`config.mk`:
```
export PLATFORM = sky130hd
export DESIGN_NAME = hsv_pwm_driver_flat
export DESIGN_NICKNAME = d
export VERILOG_FILES = /design/src/rtl/hsv_pwm_driver_if.sv /design/src/rtl/hsv_pwm_driver.sv /design/src/flat_wrapper.sv
export SDC_FILE = /design/constraint.sdc
export NUM_CORES = 1
export LEC_CHECK = 0
export ABC_AREA = 0
export BUFFER_PORTS_ARGS = -buffer_cell sky130_fd_sc_hd__buf_2
export CAP_MARGIN = 10
export CELL_PAD_IN_SITES_DETAIL_PLACEMENT = 0
export CELL_PAD_IN_SITES_GLOBAL_PLACEMENT = 1
export CORE_MARGIN = 2
export CORE_UTILIZATION = 40
export DETAILED_ROUTE_END_ITERATION = 6
export PLACE_DENSITY_LB_ADDON = 0.1
export SETUP_SLACK_MARGIN = 0.4
export SYNTH_ARGS = -nofsm -noshare
export SYNTH_HDL_FRONTEND = slang
export SYNTH_SLANG_ARGS = --single-unit
```
`constraint.sdc`:
```
create_clock -name clk -period 8.1 [get_ports clk]
set_clock_uncertainty 0.15 [all_clocks]
set_input_delay 2.43 -clock clk [delete_from_list [all_inputs] [get_ports clk]]
set_output_delay 2.43 -clock clk [all_outputs]
set_load 0.01 [all_outputs]
```
`src/rtl/hsv_pwm_driver_if.sv`:
```
`default_nettype none
// ============================================================================
// Module      : hsv_pwm_driver_if
// Description : Mode/HSV inputs and duty/PWM outputs of the HSV PWM driver.
// Revision    : 1.0
// ============================================================================
interface hsv_pwm_driver_if;
    logic [3:0] sost;
    logic [8:0] h;
    logic [6:0] s;
    logic [6:0] v;
    logic [8:0] hue_o;
    logic [6:0] duty_r;
    logic [6:0] duty_g;
    logic [6:0] duty_b;
    logic       led_r;
    logic       led_g;
    logic       led_b;

    modport master (
        output sost, h, s, v,
        input  hue_o, duty_r, duty_g, duty_b, led_r, led_g, led_b
    );

    modport slave (
        input  sost, h, s, v,
        output hue_o, duty_r, duty_g, duty_b, led_r, led_g, led_b
    );
endinterface
`default_nettype wire

```
`src/rtl/hsv_pwm_driver.sv`:
```
`default_nettype none
// ============================================================================
// Module      : hsv_pwm_driver
// Description : Mode-driven HSV registers, 3-stage HSV->RGB pipeline, RGB PWM.
// Revision    : 1.0
// ============================================================================
module hsv_pwm_driver #(
    parameter int unsigned STEP_TICKS = 1000000
) (
    input  wire logic           clk,
    input  wire logic           reset,
    hsv_pwm_driver_if.slave     bus
);
    localparam int unsigned    C_TW        = (STEP_TICKS > 1) ? $clog2(STEP_TICKS) : 1;
    localparam logic [C_TW-1:0] C_TICK_LAST = C_TW'(STEP_TICKS - 1);

    logic [C_TW-1:0] tick_cnt_q;
    logic [8:0]      hue_q, hue_d;
    logic [6:0]      sat_q, sat_d, val_q, val_d;
    logic            w_tick;

    logic [2:0]  s1_region_q, s2_region_q, w_region;
    logic [5:0]  s1_f_q;
    logic [6:0]  s1_mn_q, s1_mx_q, s2_mn_q, s2_mx_q, s2_x_q;
    logic [8:0]  w_base;
    logic [13:0] w_mn_prod, w_x_prod;
    logic [6:0]  w_up, w_dn;

    logic [6:0]  duty_r_q, duty_g_q, duty_b_q, duty_r_d, duty_g_d, duty_b_d;
    logic [6:0]  pwm_cnt_q, act_r_q, act_g_q, act_b_q;
    logic [6:0]  w_act_r, w_act_g, w_act_b;
    logic        led_r_q, led_g_q, led_b_q;

    assign w_tick = (tick_cnt_q == C_TICK_LAST);

    always_comb begin
        hue_d = hue_q;
        sat_d = sat_q;
        val_d = val_q;
        case (bus.sost)
            4'd0: hue_d = 9'd120;
            4'd1: if (w_tick) hue_d = (hue_q >= 9'd300) ? hue_q - 9'd300 : hue_q + 9'd60;
            4'd2: if (w_tick) hue_d = (hue_q >= 9'd359) ? 9'd0 : hue_q + 9'd1;
            4'd3: hue_d = (bus.h > 9'd359) ? 9'd359 : bus.h;
            4'd4: val_d = (bus.v > 7'd100) ? 7'd100 : bus.v;
            4'd5: sat_d = (bus.s > 7'd100) ? 7'd100 : bus.s;
            4'd6: begin
                sat_d = 7'd50;
                val_d = 7'd50;
            end
            default: ;
        endcase
    end

    // Region found by compare chain so f is a plain subtraction, no divider on hue.
    always_comb begin
        w_region = 3'd0;
        w_base   = 9'd0;
        if (hue_q >= 9'd300)      begin w_region = 3'd5; w_base = 9'd300; end
        else if (hue_q >= 9'd240) begin w_region = 3'd4; w_base = 9'd240; end
        else if (hue_q >= 9'd180) begin w_region = 3'd3; w_base = 9'd180; end
        else if (hue_q >= 9'd120) begin w_region = 3'd2; w_base = 9'd120; end
        else if (hue_q >= 9'd60)  begin w_region = 3'd1; w_base = 9'd60;  end
    end

    assign w_mn_prod = 14'(val_q) * (14'd100 - 14'(sat_q));
    assign w_x_prod  = 14'(s1_mx_q - s1_mn_q) * 14'(s1_f_q);
    assign w_up      = s2_mn_q + s2_x_q;
    assign w_dn      = s2_mx_q - s2_x_q;

    always_comb begin
        duty_r_d = s2_mn_q;
        duty_g_d = s2_mn_q;
        duty_b_d = s2_mn_q;
        case (s2_region_q)
            3'd0:    begin duty_r_d = s2_mx_q; duty_g_d = w_up;    duty_b_d = s2_mn_q; end
            3'd1:    begin duty_r_d = w_dn;    duty_g_d = s2_mx_q; duty_b_d = s2_mn_q; end
            3'd2:    begin duty_r_d = s2_mn_q; duty_g_d = s2_mx_q; duty_b_d = w_up;    end
            3'd3:    begin duty_r_d = s2_mn_q; duty_g_d = w_dn;    duty_b_d = s2_mx_q; end
            3'd4:    begin duty_r_d = w_up;    duty_g_d = s2_mn_q; duty_b_d = s2_mx_q; end
            default: begin duty_r_d = s2_mx_q; duty_g_d = s2_mn_q; duty_b_d = w_dn;    end
        endcase
    end

    // New duty is used from the counter==0 compare onward, so every period is clean.
    assign w_act_r = (pwm_cnt_q == 7'd0) ? duty_r_q : act_r_q;
    assign w_act_g = (pwm_cnt_q == 7'd0) ? duty_g_q : act_g_q;
    assign w_act_b = (pwm_cnt_q == 7'd0) ? duty_b_q : act_b_q;

    always_ff @(posedge clk or negedge reset) begin
        if (!reset) begin
            tick_cnt_q  <= '0;
            hue_q       <= 9'd0;
            sat_q       <= 7'd100;
            val_q       <= 7'd100;
            s1_region_q <= '0;
            s1_f_q      <= '0;
            s1_mn_q     <= '0;
            s1_mx_q     <= '0;
            s2_region_q <= '0;
            s2_x_q      <= '0;
            s2_mn_q     <= '0;
            s2_mx_q     <= '0;
            duty_r_q    <= '0;
            duty_g_q    <= '0;
            duty_b_q    <= '0;
            pwm_cnt_q   <= '0;
            act_r_q     <= '0;
            act_g_q     <= '0;
            act_b_q     <= '0;
            led_r_q     <= 1'b0;
            led_g_q     <= 1'b0;
            led_b_q     <= 1'b0;
        end else begin
            tick_cnt_q  <= w_tick ? '0 : tick_cnt_q + 1'b1;
            hue_q       <= hue_d;
            sat_q       <= sat_d;
            val_q       <= val_d;
            s1_region_q <= w_region;
            s1_f_q      <= 6'(hue_q - w_base);
            s1_mn_q     <= 7'(w_mn_prod / 14'd100);
            s1_mx_q     <= val_q;
            s2_region_q <= s1_region_q;
            s2_x_q      <= 7'(w_x_prod / 14'd60);
            s2_mn_q     <= s1_mn_q;
            s2_mx_q     <= s1_mx_q;
            duty_r_q    <= duty_r_d;
            duty_g_q    <= duty_g_d;
            duty_b_q    <= duty_b_d;
            pwm_cnt_q   <= (pwm_cnt_q == 7'd99) ? 7'd0 : pwm_cnt_q + 7'd1;
            act_r_q     <= w_act_r;
            act_g_q     <= w_act_g;
            act_b_q     <= w_act_b;
            led_r_q     <= (pwm_cnt_q < w_act_r);
            led_g_q     <= (pwm_cnt_q < w_act_g);
            led_b_q     <= (pwm_cnt_q < w_act_b);
        end
    end

    assign bus.hue_o  = hue_q;
    assign bus.duty_r = duty_r_q;
    assign bus.duty_g = duty_g_q;
    assign bus.duty_b = duty_b_q;
    assign bus.led_r  = led_r_q;
    assign bus.led_g  = led_g_q;
    assign bus.led_b  = led_b_q;
endmodule
`default_nettype wire

```
`src/flat_wrapper.sv`:
```
// flat-port wrapper written by rule: the top's interface ports become plain ports
module hsv_pwm_driver_flat 
#(
    parameter int unsigned STEP_TICKS = 1000000
)
  (clk, reset, bus_sost, bus_h, bus_s, bus_v, bus_hue_o, bus_duty_r, bus_duty_g, bus_duty_b, bus_led_r, bus_led_g, bus_led_b);
  hsv_pwm_driver_if bus_i ();
  input  wire logic clk;
  input  wire logic reset;
  input wire logic [$bits(bus_i.sost)-1:0] bus_sost;
  input wire logic [$bits(bus_i.h)-1:0] bus_h;
  input wire logic [$bits(bus_i.s)-1:0] bus_s;
  input wire logic [$bits(bus_i.v)-1:0] bus_v;
  output wire logic [$bits(bus_i.hue_o)-1:0] bus_hue_o;
  output wire logic [$bits(bus_i.duty_r)-1:0] bus_duty_r;
  output wire logic [$bits(bus_i.duty_g)-1:0] bus_duty_g;
  output wire logic [$bits(bus_i.duty_b)-1:0] bus_duty_b;
  output wire logic [$bits(bus_i.led_r)-1:0] bus_led_r;
  output wire logic [$bits(bus_i.led_g)-1:0] bus_led_g;
  output wire logic [$bits(bus_i.led_b)-1:0] bus_led_b;
  assign bus_i.sost = bus_sost;
  assign bus_i.h = bus_h;
  assign bus_i.s = bus_s;
  assign bus_i.v = bus_v;
  assign bus_hue_o = bus_i.hue_o;
  assign bus_duty_r = bus_i.duty_r;
  assign bus_duty_g = bus_i.duty_g;
  assign bus_duty_b = bus_i.duty_b;
  assign bus_led_r = bus_i.led_r;
  assign bus_led_g = bus_i.led_g;
  assign bus_led_b = bus_i.led_b;
  hsv_pwm_driver #(.STEP_TICKS(STEP_TICKS)) u_core (.clk(clk), .reset(reset), .bus(bus_i));
endmodule
```
Word level (Yosys, flattened, before mapping)
Cells that the tools add are included.
{"block": "totals", "out_inout_bits": 33, "ff_bits": 142, "ram_bits": 0, "wordCells": 101, "latchBits": 0, "mem_count": 0, "inputBits": 29, "romBits": 0}
{"block": "classes", "n_shift": 0, "n_bitwise": 0, "n_eq_ne": 14, "n_reduce_logical": 11, "add_sub_neg": 10, "n_div": 2, "order_cmp": 12, "n_mux": 28, "mul": 2}
{"op": "case mux 7 bit (3 select lines)", "n": 3}
{"op": "two-way mux 9 bit", "n": 5}
{"op": "two-way mux 7 bit", "n": 6}
{"op": "case mux 9 bit (4 select lines)", "n": 1}
{"op": "two-way mux 6 bit", "n": 5}
{"op": "case mux 7 bit (2 select lines)", "n": 2}
{"op": "less-than comparator 7 bit", "n": 3}
{"op": "adder 20 x 1 -> 20 bit, second input constant", "n": 1}
{"op": "equality test 20 bit, second input constant", "n": 1}
{"op": "two-way mux 20 bit", "n": 1}
{"op": "greater-or-equal comparator 9 x 8 -> 1 bit, second input constant", "n": 2}
{"op": "greater-or-equal comparator 9 bit, second input constant", "n": 2}
{"op": "divider 14 x 6 -> 14 bit, second input constant", "n": 1}
{"op": "divider 14 x 7 -> 14 bit, second input constant", "n": 1}
{"op": "greater-than comparator 7 bit, second input constant", "n": 2}
{"op": "multiplier 14 x 6 -> 14 bit", "n": 1}
{"op": "multiplier 7 x 14 -> 14 bit", "n": 1}
{"op": "equality test 4 x 3 -> 1 bit, second input constant", "n": 3}
{"op": "two-way mux 3 bit", "n": 4}
{"op": "adder 9 x 1 -> 9 bit, second input constant", "n": 1}
{"op": "adder 9 x 6 -> 9 bit, second input constant", "n": 1}
{"op": "greater-or-equal comparator 9 x 6 -> 1 bit, second input constant", "n": 1}
{"op": "greater-or-equal comparator 9 x 7 -> 1 bit, second input constant", "n": 1}
{"op": "greater-than comparator 9 bit, second input constant", "n": 1}
{"op": "other kinds (22)", "n": 29}

Logic depth before layout (Yosys ltp)
Gate-level depths: netlist (run 1).
{"block": "depth", "ltp_word": 7, "ltp_mapped": 38}

Worst setup path before layout (run 1)
No wires, ideal clock.
{"block": "synth_path", "kind": "reg2reg", "from": "register u_core.sat_q[0]", "to": "register u_core.s1_mn_q[0]", "path_buffers": 1, "t_required_ns": 7.826, "slack_ns": -0.498, "arrival_time_ns": 8.324, "stages_incl_launch_ff": 35, "path_cell_list": "dfrtp_1 inv_1 ha_1 nor2b_1 nor2_1 xnor2_1 and2_1 fa_1 inv_1 fa_1 fa_1 inv_1 fa_1 ha_1 buf_2 a21oi_1 nand3b_1 o2111a_2 nor3_4 a2111oi_2 and2_1 a221o_1 or3_4 nand4_1 and3_4 inv_4 mux2_4 a211oi_2 o221a_2 nor2_2 xnor2_1 a221o_1 o32a_1 a32o_1 a211o_1"}
{"block": "synth_between", "elab_chain_len": 3}
{"element": "start: declaration", "line_no": "hsv_pwm_driver.sv:19", "rtl": "logic [6:0] sat_q, sat_d, val_q, val_d;"}
{"element": "start signal: assignment", "line_no": "hsv_pwm_driver.sv:117", "rtl": "sat_q <= sat_d;"}
{"element": "subtractor 7 x 7 -> 8 bit", "line_no": "hsv_pwm_driver.sv:66", "rtl": "assign w_mn_prod = 14'(val_q) * (14'd100 - 14'(sat_q));"}
{"element": "multiplier 7 x 14 -> 14 bit", "line_no": "hsv_pwm_driver.sv:66"}
{"element": "divider 14 x 7 -> 14 bit", "line_no": "hsv_pwm_driver.sv:121", "rtl": "s1_mn_q <= 7'(w_mn_prod / 14'd100);"}
{"element": "end signal: assignment", "line_no": "hsv_pwm_driver.sv:121"}
{"element": "end: declaration", "line_no": "hsv_pwm_driver.sv:24", "rtl": "logic [6:0] s1_mn_q, s1_mx_q, s2_mn_q, s2_mx_q, s2_x_q;"}
No other way between the ends.
A chain may end at the register's enable or synchronous reset.

Worst setup path after layout (run 1)
{"block": "layout_path", "from": "register u_core.sat_q[1]", "to": "register u_core.s1_mn_q[0]"}
The elaborated chain is that of the path after synthesis.

==> run metrics, run 1 <==
metal3 WL 657 um; buffers added on ports 61; DRC 0; R2R Setup Slk -420 ps; routability cong. 0.8412; CTS Hold Buffers Added 0; Starting Density 40.32%; min-delay worst type reg2reg; Max Cap Violations 0; status complete, but fails checks; Final Max Tran Viols 0; most used cell, CP fa_1; DRT met1 WL 16.32 mm; Num CTS Buffers 17; CP Capture Type flip-flop; Slew @ Worst Pin 1158 ps; clk sinks 142; number of global-route vias before repair 11,790; FF-to-FF Start u_core.sat_q[1]$_DFFE_PN0P_; CTS tree done; ys async rst share 100.0%; Main synth FF type dfrtp_1; Core Area 33,360 sq um; Tcrit/Tclk final 105.1%; proportion of layout cells with a drive suffix above 1 29.46%; crit path DAT 8690 ps; Synth warnings 0; hold path cells 0; Place WS -663.8 ps; IO Pins 62; worst hold path endpoint u_core.s2_region_q[1]$_DFF_PN0_; Setup-failing EPs final 2; Reg clk slew, reported paths 70 ps; met2 wire length 16.41 mm; total grt overflow 0; largest net degree at the start of global routing 81; Yosys reg bits 142; register area 3561 sq um; violated checks setup timing; critical path startpoint category flip-flop; fill count 3,180; nets@finish 1,989; initial antenna violation count 0; Routed Antenna Nets 0; Post-Synthesis Cells 1,514; total number of vias 11,700; FMAX 117.4 MHz; Via density 5.183; EDFF count, synth 0; RSZ-0062 raised after global routing yes; crit path time final 8515 ps; Seq/Total Area, Yosys 26.47%; Die Ht 187.4 um; iteration count of the initial detailed-routing pass 4; final WL 33.76 mm; total track usage 19.89%; synthesis-to-layout area growth 30.08%; Largest register FFs 20; Synth Area per Inst 8.886 sq um; Worst EP required 8270 ps; final worst slack -415.2 ps; FF-to-FF path depth 37; Reg with most FFs u_core.tick_cnt_q; # diodes 0; CTS Buffer Depth 2; die area 35,120 sq um; Worst path slowest cell or4b_1; CP Class reg2reg; CP peak stage delay 520 ps; TNS Setup -484.2 ps; CTS Root Cell clkbuf_16; Post-Syn Nets 1,707; final-report hold violation count 0; Max transition margin 22.80%; dpl hpwl 26.09 mm; first-pass GRT wire length 57.89 mm; drt wl/cell 14.96 um; HP Start u_core.s1_region_q[1]$_DFF_PN0_; Die X 187.4 um; clk_lat worst skew 440 ps; crit-path max FO 6; Iteration-0 DRC Markers 491; synth unique cells 95; Max Used Layer met4; Netlist Area Pre-Place 13,450 sq um; row count 67; Critical R2R Capture u_core.s1_mn_q[0]$_DFF_PN0_; number of H-tree levels 4; multi-input logic area 9937 sq um
layout make-up:
| type | instances | area share, % |
|---|---|---|
| inverter | 162 | 3.489 |
| multi-input combinational | 1165 | 56.78 |
| clock inverter | 15 | 0.8364 |
| timing repair buffer | 308 | 12.92 |
| sequential | 142 | 20.35 |
| clock buffer | 17 | 2.431 |
| tap | 448 | 3.203 |
critical path, delay by kind of cell (launching register included):
kind,cells,cell delay [ps]
AO/OA/AOI/OAI,13,2830
adder cells (fa/ha/maj),6,2150
AND/OR/NAND/NOR,7,1450
buffers and inverters,8,780
flip-flops,1,390
XOR/XNOR,2,340
multiplexers,1,310
logic make-up after synthesis:
group	Yosys count	share of synthesized area, %
AOI/OAI and AO/OA	367	18.64
xor gates and xnor gates	96	6.621
adders and majority gates	166	19.75
buffers and inverters	207	5.905
DFF	142	26.47
muxes	62	4.817
and+or+nand+nor	474	17.80
cells in the mapped netlist, types with 22 or more instances:
cell      number  share of area (%)
dfrtp_1      136                 25
nor2_1        99                2.8
nand3_1       38                1.4
mux2i_1       43                3.2
clkbuf_1      28               0.78
inv_1        161                4.5
xor2_1        28                1.8
nand2b_1      24                1.1
nand2_1      131                3.7
nor2b_1       22                1.0
and2_1        65                3.0
o21ai_0       71                2.6
a21oi_1       82                3.1
fa_1          78                 12
xnor2_1       63                4.1
ha_1          86                8.0
nor3_1        22               0.82
timing repair:
| item | in CTS | in global routing |
|---|---|---|
| buffers inserted | 25 | 17 |
| pin swaps | 78 | 101 |
| endpoints found under the setup margin | 6 | 8 |
| gates resized for setup | 62 | 90 |
per-layer routing:
metal  global-route usage, %  vias up
met5                       0        -
met4                   4.331        0
met3                   2.477       24
met2                   33.96      134
met1                   27.07     5711
li1                        -     5829
cell usage in the layout (no fill, tap or decap), types with 10 or more instances in the layout:
master / n
buf_4: 231
inv_1: 149
dfrtp_1: 136
nand2_1: 127
nor2_1: 92
fa_1: 76
ha_1: 76
a21oi_1: 68
buf_2: 60
o21ai_0: 58
and2_1: 57
xnor2_1: 51
mux2i_1: 41
nand3_1: 37
xor2_1: 28
nand2b_1: 24
a21o_1: 21
nor2b_1: 19
mux2_2: 17
clkbuf_16: 17
nor3_1: 16
o211ai_1: 16
buf_6: 13
inv_2: 12
xnor2_2: 12
nand4_1: 12
a21oi_2: 11
o21ai_2: 11
o21a_1: 11
a211oi_1: 10
o21ai_1: 10
o31ai_1: 10
ha_4: 10
worst max-delay path by stage:
stage / endpoint / cells past startpoint / slack [ps] / from
finish: u_core.s1_mn_q[0]$_DFF_PN0_ / 37 / -420 / u_core.sat_q[1]$_DFFE_PN0P_
global route: u_core.s1_mn_q[0]$_DFF_PN0_ / 37 / -800 / u_core.sat_q[1]$_DFFE_PN0P_
CTS: u_core.s1_mn_q[0]$_DFF_PN0_ / 35 / -410 / u_core.sat_q[1]$_DFFE_PN0P_
detailed placement: u_core.s1_mn_q[0]$_DFF_PN0_ / 34 / -660 / u_core.sat_q[1]$_DFFE_PN0P_
global placement: u_core.s1_mn_q[0]$_DFF_PN0_ / 34 / -510 / u_core.sat_q[1]$_DFFE_PN0P_
floorplan: u_core.s1_mn_q[0]$_DFF_PN0_ / 35 / -340 / u_core.sat_q[0]$_DFFE_PN0P_
stage by stage:
stage                     cell area, sq um  instances  hold WS (ps)  util, %
after detailed placement             15910       2183         191.1    47.67
after floorplan                      13690       1514         181.2        -
after CTS                            16960       2240         206.1    50.82
final                                17500       2257         201.5    52.46
after global placement               15910       2183         188.4    47.67
after global routing                 17500       2257         209.9    52.46
Power of run 1 is left out: the tool's default activity adds up to more than one toggle a clock period on the data nets, which glitch-free logic cannot reach.
==> inputs of run 2 (changes only) <==
--- a/config.mk
+++ b/config.mk
@@ -5,7 +5,7 @@
 export SDC_FILE = /design/constraint.sdc
 export NUM_CORES = 1
 export LEC_CHECK = 0
-export ABC_AREA = 0
+export ABC_AREA = 1
 export BUFFER_PORTS_ARGS = -buffer_cell sky130_fd_sc_hd__buf_2
 export CAP_MARGIN = 10
 export CELL_PAD_IN_SITES_DETAIL_PLACEMENT = 0
@@ -18,3 +18,4 @@
 export SYNTH_ARGS = -nofsm -noshare
 export SYNTH_HDL_FRONTEND = slang
 export SYNTH_SLANG_ARGS = --single-unit
+export TNS_END_PERCENT = 30
==> run metrics, run 2 <==
Critical Path Start u_core.sat_q[2]$_DFFE_PN1P_; final hold slack 233.1 ps (+31.68 ps); Netlist Area Pre-Place 13,020 sq um (-3.2%); Worst EP required 8270 ps (about the same); status completed; Seq/Total Area, Yosys 27.35% (+0.88 points); Iteration-0 DRC Markers 492 (+0.20%); Die Ht 184.4 um (-1.6%); most frequent cells in the layout inv_1, nand2_1, dfrtp_1; critical path startpoint category flip-flop; Synth warnings 0 (unchanged); buffers added on ports 61 (unchanged); Via density 4.826 (-6.9%); Yosys reg bits 142 (unchanged); Num CTS Buffers 17 (unchanged); commonest non-fill, non-tap cell in the layout inv_1; total number of vias 11,430 (-2.3%); Post-Layout Inst Area 16,190 sq um (-7.5%); most common cell in the netlist nand2_1; final WL 32.65 mm (-3.3%); FMAX 130.5 MHz (+11%); fill count 3,210 (+0.94%); Max transition margin 41.19% (+18 points); Setup-failing EPs final 0 (-2); Post-Synthesis Cells 1,764 (+17%); synthesis-to-layout area growth 24.34%; CP peak stage delay 540 ps (+20 ps); Main synth FF type dfrtp_1; FF-to-FF Start u_core.sat_q[2]$_DFFE_PN1P_; Tcrit/Tclk final 94.60% (-11 points); crit path time final 7663 ps (-852.5 ps); ys async rst share 100.0% (unchanged); clk sinks 142 (unchanged); HP Start u_core.s1_mn_q[2]$_DFF_PN0_; Post-Syn Nets 1,957 (+15%); Synth Area per Inst 7.382 sq um (-17%); Worst path slowest cell dfstp_2; Slew @ Worst Pin 875.4 ps (-282.6 ps); Die X 184.4 um (-1.6%); area leader, netlist dfrtp_1; initial antenna violation count 0 (unchanged); routability cong. 0.8678 (+3.2%); min-delay worst type reg2reg; crit path DAT 7830 ps (-860 ps); Largest register FFs 20 (unchanged); dpl hpwl 25.19 mm (-3.5%); final-report hold violation count 0 (unchanged); number of H-tree levels 4 (unchanged); proportion of layout cells with a drive suffix above 1 23.09% (-6.4 points); CTS Root Cell clkbuf_16; CTS tree done; crit-path max FO 6 (unchanged); Reg clk slew, reported paths 70 ps (about the same); IO Pins 62 (unchanged); commonest cells in the netlist nand2_1, inv_1, nor2_1; first-pass GRT wire length 53.94 mm (-6.8%); Yosys top cell area share 26.14% (+0.84 points); Core Area 32,290 sq um (-3.2%); Reg with most FFs u_core.tick_cnt_q; Final Max Tran Viols 0 (unchanged); most used cell, CP nand2_2; largest net degree at the start of global routing 82 (+1.2%); CP Class reg2reg; RSZ-0062 raised after global routing yes; total track usage 19.72% (-0.16 points); drt wl/cell 13.78 um (-7.9%); die area 34,010 sq um (-3.1%); Place WS -67.55 ps (+596.3 ps); CTS Buffer Depth 2 (unchanged); TNS Setup 0 ps (+484.2 ps); Max Cap Violations 0 (unchanged); EDFF count, synth 0 (unchanged); Synth area leaders dfrtp_1, fa_1, nand2_1, inv_1, ha_1; synth unique cells 52 (-45%); row count 66 (-1.5%); clk_lat worst skew 430 ps (about the same); iteration count of the initial detailed-routing pass 5 (+1); CTS Hold Buffers Added 0 (unchanged); Starting Density 40.33% (about the same); CP Capture Type flip-flop; DRC 0 (unchanged); Routed Antenna Nets 0 (unchanged); dpl cell area 14,040 sq um (-12%); # diodes 0 (unchanged); total grt overflow 0 (unchanged); number of global-route vias before repair 11,160 (-5.4%); final worst slack 437.4 ps (+852.5 ps); nets@finish 2,107 (+5.9%)
==> run 2: changes by cell type in the layout (fill, tap and decap cells not counted), sizes merged, moves of 50 or more <==
cell and delta:
nand3 +59, nor2 +50, nand2 +323, and2 -64, buf -165, inv +220
==> run 2: repair_timing <==
action                     in CTS  in global routing
pin swaps                      37                143
cloned                          0                  0
gates resized for setup        79                204
setup endpoints to repair       4                  6
buffers inserted               15                 39
==> run 2: area by class of cell <==
cell class,count,area [sq um],area share [%]
clock buffer,18,439.2,2.713
sequential,142,3561,21.99
timing repair buffer,143,942.2,5.819
multi-input combinational,1226,9100,56.21
inverter,384,1441,8.903
tap,442,553.0,3.416
clock inverter,14,153.9,0.9505
==> run 2: path summary, 6_finish.rpt <==
kind | endpoint | slack, ps | depth (start not counted)
min in group asynchronous | u_core.s2_region_q[0]$_DFF_PN0_ | 1890 | 1
min | u_core.s2_mn_q[2]$_DFF_PN0_ | 230 | 0
max in group asynchronous | u_core.bus.led_r$_DFF_PN0_ | 4670 | 2
max reg2reg | u_core.s1_mn_q[0]$_DFF_PN0_ | 440 | 54
min reg2reg | u_core.s2_mn_q[2]$_DFF_PN0_ | 230 | 0
max | u_core.s1_mn_q[0]$_DFF_PN0_ | 440 | 54
==> run 2: kinds of logic (layout without fill, tap and decap cells) <==
logic type                 count (synthesis)  count (layout)  share of synthesized area, %
and+or+nand+nor                          773             773                         26.41
buffers and inverters                    396             559                         11.50
AOI/OAI and AO/OA                        231             231                         10.53
adders and majority gates                164             164                         20.26
DFF                                      142             142                         27.35
xor gates and xnor gates                  55              55                         3.699
muxes                                      3               3                        0.2594
==> run 2: layer usage <==
layer | share of wire, % | vias to the layer above | global-route usage (%)
met3 | 2.8 | 18 | 2.687
li1 | - | 5843 | -
met2 | 49 | 152 | 33.98
met1 | 47 | 5420 | 26.23
met5 | 0 | - | 0
met4 | 0.85 | 0 | 4.608
==> run 2: worst max-delay path, delay by kind of cell (launching register included) <==
kind	cells	cell delay, ps
DFF	1	540
xor gates and xnor gates	1	150
and+or+nand+nor	35	3240
buffers and inverters	9	720
AOI/OAI and AO/OA	4	510
adders and majority gates	5	2220
==> run 2: through the flow <==
step                utilization, %  std cells
finish                       50.14       2369
global route                 50.14       2369
CTS                          46.71       2330
detailed placement           43.48       2283
global placement             43.48       2283
floorplan                        -       1764
Power of run 2 is left out for the same reason.
